`config.mk`:
```
export PLATFORM = sky130hd
export DESIGN_NAME = pipe_run_ctrl
export DESIGN_NICKNAME = d
export VERILOG_FILES = /design/src/rtl/pipe_run_ctrl.sv
export SDC_FILE = /design/constraint.sdc
export NUM_CORES = 1
export LEC_CHECK = 0
export ABC_AREA = 1
export BUFFER_PORTS_ARGS = -buffer_cell sky130_fd_sc_hd__buf_2
export CAP_MARGIN = 5
export CORE_UTILIZATION = 50
export CTS_BUF_LIST = sky130_fd_sc_hd__clkbuf_8 sky130_fd_sc_hd__clkbuf_16
export DETAILED_ROUTE_END_ITERATION = 6
export MAX_ROUTING_LAYER = met4
export PLACE_DENSITY = 0.79
export SETUP_SLACK_MARGIN = 0.2
export SLEW_MARGIN = 30
export SYNTH_ARGS = -nofsm -noshare
export SYNTH_HDL_FRONTEND = slang
export SYNTH_SLANG_ARGS = --single-unit
```
`constraint.sdc`:
```
create_clock -name clk1 -period 2.2 [get_ports clk1]
set_input_delay 0.44 -clock clk1 [delete_from_list [all_inputs] [get_ports clk1]]
set_output_delay 0.44 -clock clk1 [all_outputs]
set_load 0.02 [all_outputs]
```
`src/rtl/pipe_run_ctrl.sv`:
```
// Run/step/halt sequencer driving pipe_en for data_route; optional step debounce via STEP_DEBOUNCE_EN.
// Latency: board inputs reach pipe_en 3 clk1 edges after they change (plus DEB_CYCLES when debounced).
// Backpressure: none; pipe_en is a free-running enable and halt_req stops it on the next edge.
module pipe_run_ctrl #(
  parameter int unsigned DIV_LOG2   = 4,
  parameter int unsigned CNT_W      = 32,
  parameter int unsigned DEB_CYCLES = 16
) (
  input  logic             clk1,
  input  logic             rst,
  input  logic             run_sw,
  input  logic             step_btn,
  input  logic             frequency,
  input  logic             halt_req,
  output logic             pipe_en,
  output logic [1:0]       state,
  output logic [CNT_W-1:0] cycle_cnt
);

  localparam logic [1:0] ST_IDLE = 2'b00;
  localparam logic [1:0] ST_RUN  = 2'b01;
  localparam logic [1:0] ST_STEP = 2'b10;
  localparam logic [1:0] ST_HALT = 2'b11;

  logic                run_meta;
  logic                run_s;
  logic                step_meta;
  logic                step_s;
  logic                step_clean;
  logic                step_s_d;
  logic                step_pulse;
  logic [1:0]          next_state;
  logic [DIV_LOG2-1:0] div_cnt;
  logic                freq_d;
  logic                freq_chg;
  logic                run_entry;
  logic                tick;

  always_ff @(posedge clk1 or posedge rst) begin
    if (rst) begin
      run_meta  <= 1'b0;
      run_s     <= 1'b0;
      step_meta <= 1'b0;
      step_s    <= 1'b0;
    end else begin
      run_meta  <= run_sw;
      run_s     <= run_meta;
      step_meta <= step_btn;
      step_s    <= step_meta;
    end
  end

`ifdef STEP_DEBOUNCE_EN
  localparam int unsigned DEB_W = $clog2(DEB_CYCLES + 1);

  logic [DEB_W-1:0] deb_cnt;
  logic             step_db;

  // The output only follows the input after DEB_CYCLES consecutive differing samples.
  always_ff @(posedge clk1 or posedge rst) begin
    if (rst) begin
      deb_cnt <= '0;
      step_db <= 1'b0;
    end else if (step_s == step_db) begin
      deb_cnt <= '0;
    end else if (deb_cnt == DEB_W'(DEB_CYCLES - 1)) begin
      deb_cnt <= '0;
      step_db <= step_s;
    end else begin
      deb_cnt <= deb_cnt + DEB_W'(1);
    end
  end

  assign step_clean = step_db;
`else
  assign step_clean = step_s;
`endif

  always_ff @(posedge clk1 or posedge rst) begin
    if (rst) begin
      step_s_d <= 1'b0;
    end else begin
      step_s_d <= step_clean;
    end
  end

  assign step_pulse = step_clean & ~step_s_d;

  always_comb begin
    next_state = state;
    case (state)
      ST_IDLE: begin
        if (run_s) begin
          next_state = ST_RUN;
        end else if (step_pulse) begin
          next_state = ST_STEP;
        end
      end
      ST_RUN: begin
        if (halt_req) begin
          next_state = ST_HALT;
        end else if (!run_s) begin
          next_state = ST_IDLE;
        end
      end
      ST_STEP: begin
        if (halt_req) begin
          next_state = ST_HALT;
        end else begin
          next_state = ST_IDLE;
        end
      end
      default: begin
        // HALT ignores step presses; only a low run switch releases it.
        if (!run_s) begin
          next_state = ST_IDLE;
        end
      end
    endcase
  end

  assign freq_chg  = (frequency != freq_d);
  assign run_entry = (state != ST_RUN) && (next_state == ST_RUN);

  // The divider starts from zero on entry, so the first slow tick lands one full period in.
  assign tick = frequency ||
                ((state == ST_RUN) && !freq_chg && (div_cnt == {DIV_LOG2{1'b1}}));

  always_ff @(posedge clk1 or posedge rst) begin
    if (rst) begin
      freq_d  <= 1'b0;
      div_cnt <= '0;
    end else begin
      freq_d <= frequency;
      if (run_entry || freq_chg) begin
        div_cnt <= '0;
      end else if (next_state == ST_RUN) begin
        div_cnt <= div_cnt + DIV_LOG2'(1);
      end
    end
  end

  always_ff @(posedge clk1 or posedge rst) begin
    if (rst) begin
      state   <= ST_IDLE;
      pipe_en <= 1'b0;
    end else begin
      state   <= next_state;
      pipe_en <= ((next_state == ST_RUN) && tick) || (next_state == ST_STEP);
    end
  end

  always_ff @(posedge clk1 or posedge rst) begin
    if (rst) begin
      cycle_cnt <= '0;
    end else if (pipe_en && (cycle_cnt != {CNT_W{1'b1}})) begin
      cycle_cnt <= cycle_cnt + CNT_W'(1);
    end
  end

endmodule

```
==> metrics.yaml, run 1 <==
detailed_routing:
  drc: 0
  dr_total_vias: 2671
  avgViaCountPerCell: 5.08
  drt-initial-drc-count: 236
  ant_nets: 0
  wirelength_um: 6300
  first_pass_iters: 5
  wl_per_cell_um: 12.0
setup_path:
  crit_path_end_kind: "flop"
  regToRegSetupSlack_ns: 0.38
  reg2reg_depth: 10
  critPathArrivalTime_ns: 2.01
  startpoint_type: "flop"
  worst-setup-path-type: "flop to flop"
  critical_path.startpoint: "cycle_cnt[1]"
  timing.rr.start: "cycle_cnt[1]"
  rr_endpoint: "cycle_cnt[19]"
  crit_required_ns: 2.39
  endpoint: "cycle_cnt[19]"
  worstPathMaxFanout: 28
logic_synthesis:
  synthTopCellsByCount: "nand2_1 (200), nor2_1 (56), dfrtp_1 (45)"
  synth_edf_count: 0
  synth_ff_type: "dfrtp_1"
  async_reset_ff_share_pct: 100
  syn_avg_cell_area_um2: 6.73
  ys_types: 23
  ys_warn_count: 0
  synthMostInstantiatedCell: "nand2_1"
  synthesis.area_um2: 2770
  synth_top_area_cell: "dfrtp_1"
  synth_area_leaders: "dfrtp_1 (41%), nand2_1 (27%), nor2_1 (7.6%)"
  synth_top_area_share_pct: 40.7
  syn_nets: 419
  ys_ff_latch: 45
  synthCells: 411
  ys_seq_area_share_pct: 40.7
finish:
  diodes: 0
  fill_cells: 490
  nets: 464
  syn_to_final_growth_pct: 13.3
  final_area_um2: 3130
  fin_util_pct: 60.2
  drive_gt1_share_pct: 13.6
power_and_ir_drop:
  total_leakage_power_nw: 1.64
  p_per_area_nw_per_um2: 647
  ir_drop_mv: 0.440
place:
  post-place-ws_ns: 0.305
  gp_congestion: 0.957
  placed_area_um2: 3010
  hpwl_um: 4690
  io_buffers: 40
floorplanning:
  die_w_um: 76.4
  ios: 41
  dieArea_um2: 5830
  die_h_um: 76.4
  initial_utilization_pct: 53.1
  row_count: 26
  fp.coreArea_um2: 5200
sta:
  hold_viol: 0
  fin_tns_setup_ns: 0
  slew_headroom_pct: 70.7
  fin_crit_ns: 1.82
  post-route-period-util_pct: 82.8
  setup_ws_ns: 0.379
  setup_viol: 0
  report.final.slew_viol_count: 0
  worst_pin_slew_ns: 0.439
  fmax_mhz: 549
  rsz0062_at_grt: "no"
  finClkSkew_ns: 0.00904
global_route:
  grt-ovfl-total: 0
  grt_max_degree: 34
  antenna_found_initial: 0
  grt_pass1_wl_um: 10900
  first_global_vias: 2498
  grt.total_usage_pct: 23.6
cts:
  clk-insertion-delay-late_ns: 0.30
  post_cts_resize_count: 0
  h-tree-depth: 2
  cts_sinks: 45
  clkTransAtPathRegs_ns: 0.09
  post_cts_buffers: 0
  ctsHoldBuffers: 0
  clock_path_buffers: 2
  cts_buffers: 5
  root_buffer: "clkbuf_8"
  cts_tree: "built"
run_status:
  status: "complete, no violations"
min_path:
  hold_path.class: "primary input to async pin"
run:
  drv_cap: 0
[area by class of cell]
class,instances,area [µm²],share of cell area [%]
Clock buffer,5,68.8,2.20
Clock inverter,2,38.8,1.24
Multi-Input combinational cell,324,1450,46.2
Tap cell,70,87.6,2.80
Timing Repair Buffer,42,215,6.87
Inverter,38,148,4.71
Sequential cell,45,1130,36.0
[sequential cells by signal, summed over array words and instances (netlist names)]
signal,flops
step_s_d,1
freq_d,1
run_meta,1
div_cnt,4
pipe_en,1
step_clean,1
run_s,1
state,2
cycle_cnt,32
step_meta,1
[through the flow]
| stage | hold slack [ns] | cells | total power [mW] |
|---|---|---|---|
| 2_1_floorplan | 0.331 | 411 | 1.31 |
| 3_3_place_gp | 0.335 | 518 | 1.39 |
| 3_5_place_dp | 0.340 | 518 | 1.40 |
| 4_1_cts | 0.0557 | 525 | 2.03 |
| 5_1_grt | 0.0768 | 526 | 2.14 |
| 6_report | 0.0541 | 526 | 2.03 |
[cells by family after synthesis]
group	after synthesis	synth area share [%]
and+or+nand+nor	295	44.1
DFF	45	40.7
buffers and inverters	43	7.38
xor gates and xnor gates	14	4.43
AOI/OAI and AO/OA	12	2.44
adders and majority gates	2	0.905
[cell usage in the layout, fill, tap and decap left out, types with 3 or more instances in the layout]
cell type and n:
dfrtp_1 44, o21ai_0 8, nand2_4 3, inv_1 36, nand3_1 23, xor2_1 7, nand2_1 200, xnor2_1 7
nand4_1 4, clkbuf_8 5, nor2_1 56, buf_2 40
[worst min path at each step]
stage | from | endpoint | slack (ns) | cells after the start
final | rst | div_cnt[1] | 0.05 | 2
after global routing | rst | div_cnt[1] | 0.08 | 2
after CTS | rst | div_cnt[1] | 0.06 | 2
after detailed placement | run_meta | run_s | 0.34 | 0
after global placement | step_meta | step_clean | 0.34 | 0
after floorplan | run_meta | run_s | 0.33 | 0
[report_power, final]
group / internal, mW / switching (mW) / total (mW)
combinational: 0.131 / 0.281 / 0.412
clock: 0.337 / 0.289 / 0.626
sequential: 0.890 / 0.0976 / 0.988
[layer usage]
| layer | global-route usage [%] | wire length, µm | up-vias |
|---|---|---|---|
| met1 | 29.5 | 2970 | 1225 |
| li1 | - | - | 1348 |
| met4 | 7.88 | 114 | 0 |
| met5 | - | 0 | - |
| met2 | 39.1 | 2870 | 84 |
| met3 | 3.71 | 344 | 14 |
[critical path, stage by stage, from the launching register on]
cell and delay [ns]:
dfrtp_1 0.42, ha_1 0.26, inv_1 0.10, nor2_4 0.16
nand2_4 0.09, nor2_8 0.16, nand2_4 0.11, nand2_8 0.15
inv_6 0.12, nand2_1 0.09, nand2_1 0.05
Note: power is estimated with default switching activity, not from simulation.
==> run 2, diff against run 1 <==
PLACE_DENSITY = 0.82   (was 0.79)
clock period = 1.5 ns   (was 2.2 ns; I/O delays follow)
==> metrics.yaml, run 2 (synthesis gave the netlist of run 1 again) <==
min_path:
  hold_path.class: "primary input to flop"
  hold_path_depth: 1
  min_to: "run_meta"
  min_from: "run_sw"
finish:
  instances_no_fill: 594
  multi_input_area_um2: 1630
  regMostFlops: "cycle_cnt"
  final-seq-area_um2: 1150
  final_common_cell: "nand2_1"
  syn_to_final_growth_pct: 50.7
  final_cell_mix: "nand2_1 (179), buf_6 (51), buf_4 (43)"
  reg_top3: "cycle_cnt: 32 flops, div_cnt: 4 flops, state: 2 flops"
  fill_cells: 319
  nets: 531
  drive_gt1_share_pct: 38.9
  largest_register_ffs: 32
  final_area_um2: 4170
  diodes: 0
floorplanning:
  initial_utilization_pct: 53.1
  die_w_um: 76.4
  ios: 41
  die_h_um: 76.4
  row_count: 26
  fp.coreArea_um2: 5200
  dieArea_um2: 5830
detailed_routing:
  ant_nets: 0
  drt-initial-drc-count: 346
  dr_total_vias: 3153
  wl_per_cell_um: 15.3
  wirelength_um: 9070
  avgViaCountPerCell: 5.31
  drc: 0
  first_pass_iters: 5
cts:
  cts_sinks: 45
  cts_buffers: 5
  clk-insertion-delay-late_ns: 0.31
  root_buffer: "clkbuf_8"
  cts_tree: "built"
  clkTransAtPathRegs_ns: 0.09
  h-tree-depth: 2
  clock_path_buffers: 2
setup_path:
  crit_path_end_kind: "flop"
  worstPathMaxFanout: 28
  reg2reg_depth: 9
  crit_slowest_cell: "dfrtp_1"
  path_cells: "nand2_1 -> nor2_2 -> nand2_2 -> nor2_2 -> nand2_4 -> nand2_8 -> inv_16 -> nand2_1 -> nand2_1"
  max_stage_delay_ns: 0.38
  regToRegSetupSlack_ns: -0.12
  rr_endpoint: "cycle_cnt[21]"
  critPathArrivalTime_ns: 1.79
  timing.rr.start: "cycle_cnt[18]"
  critical_path_buf_inv_count: 1
  startpoint_type: "flop"
  critical_path.startpoint: "cycle_cnt[18]"
  critPathTopFamily: "simple AND/OR/NAND/NOR gates"
  worst-setup-path-type: "flop to flop"
  cpMostUsedCell: "nand2_1"
  crit_required_ns: 1.67
place:
  io_buffers: 40
  hpwl_um: 5560
  gp_congestion: 1.00
  place_inst: 558
  placed_area_um2: 3380
sta:
  rsz0062_at_grt: "yes"
  setup_viol: 6
  post-route-period-util_pct: 108
  fin_crit_ns: 1.62
  slew_headroom_pct: 75.9
  setup_ws_ns: -0.124
  fmax_mhz: 616
  report.final.slew_viol_count: 0
  worst_pin_slew_ns: 0.358
  hold_viol: 0
  finClkSkew_ns: 0.0124
global_route:
  grt.total_usage_pct: 29.8
  grt_max_degree: 29
  antenna_found_initial: 0
  grt_pass1_wl_um: 13400
  grt-ovfl-total: 0
  first_global_vias: 2966
run_status:
  violations: "setup timing"
  status: "complete, but fails checks"
power_and_ir_drop:
  total_leakage_power_nw: 2.05
  p_per_area_nw_per_um2: 810
  ir_drop_mv: 0.596
run:
  drv_cap: 0
-- run 2: cell types whose count changed in the layout (fill, tap and decap cells not counted), sizes merged --
cell | before | now
clkinvlp | 0 | 1
buf | 42 | 109
dlygate4sd3 | 0 | 1
nand2 | 206 | 205
-- run 2: per-stage QoR --
step	util, %	setup WS (ns)	power (mW)	setup TNS (ns)	hold WS (ns)
after floorplan	-	-0.0551	1.96	-1.03	0.310
after global placement	64.9	-0.0430	2.17	-0.0430	0.295
after detailed placement	64.9	-0.0796	2.20	-0.126	0.299
after CTS	71.9	0.0498	3.18	0	0.0969
after global routing	80.1	-0.224	3.55	-3.24	0.0860
final	80.1	-0.124	3.38	-0.353	0.100
-- run 2: how the worst max path moves through the flow --
stage,end,slack [ns],cells past startpoint
global route,cycle_cnt[21],-0.22,9
detailed placement,cycle_cnt[25],-0.08,9
CTS,cycle_cnt[21],0.05,9
global placement,cycle_cnt[25],-0.04,9
floorplan,cycle_cnt[10],-0.06,11
finish,cycle_cnt[21],-0.12,9
-- run 2: timing repair --
action / CTS / global route
setup buffers: 11 / 16
hold endpoints to repair: 13 / 0
pin swaps: 2 / 11
resized for setup: 51 / 102
hold buffers: 1 / 0
setup endpoints to repair: 47 / 65
-- run 2: routing by layer --
| layer | vias to the layer above | part of all wire (%) | track usage, % | wire (µm) |
|---|---|---|---|---|
| li1 | 1482 | - | - | - |
| met1 | 1459 | 41 | 35.9 | 3690 |
| met2 | 168 | 49 | 48.5 | 4420 |
| met3 | 44 | 7.0 | 5.99 | 636 |
| met4 | 0 | 3.6 | 12.7 | 325 |
| met5 | - | 0 | - | 0 |
-- run 2: area by class of cell --
cell class,instances,share of cell area [%]
Tap cell,70,2.10
Clock inverter,3,1.02
Sequential cell,45,27.6
Inverter,38,3.96
Clock buffer,5,1.65
Timing Repair Buffer,110,24.5
Multi-Input combinational cell,323,39.1
-- run 2: where the power goes --
group          total, mW  switching [mW]  internal (mW)
clock network      0.934           0.437          0.497
registers           1.45           0.132           1.31
logic              0.997           0.556          0.442
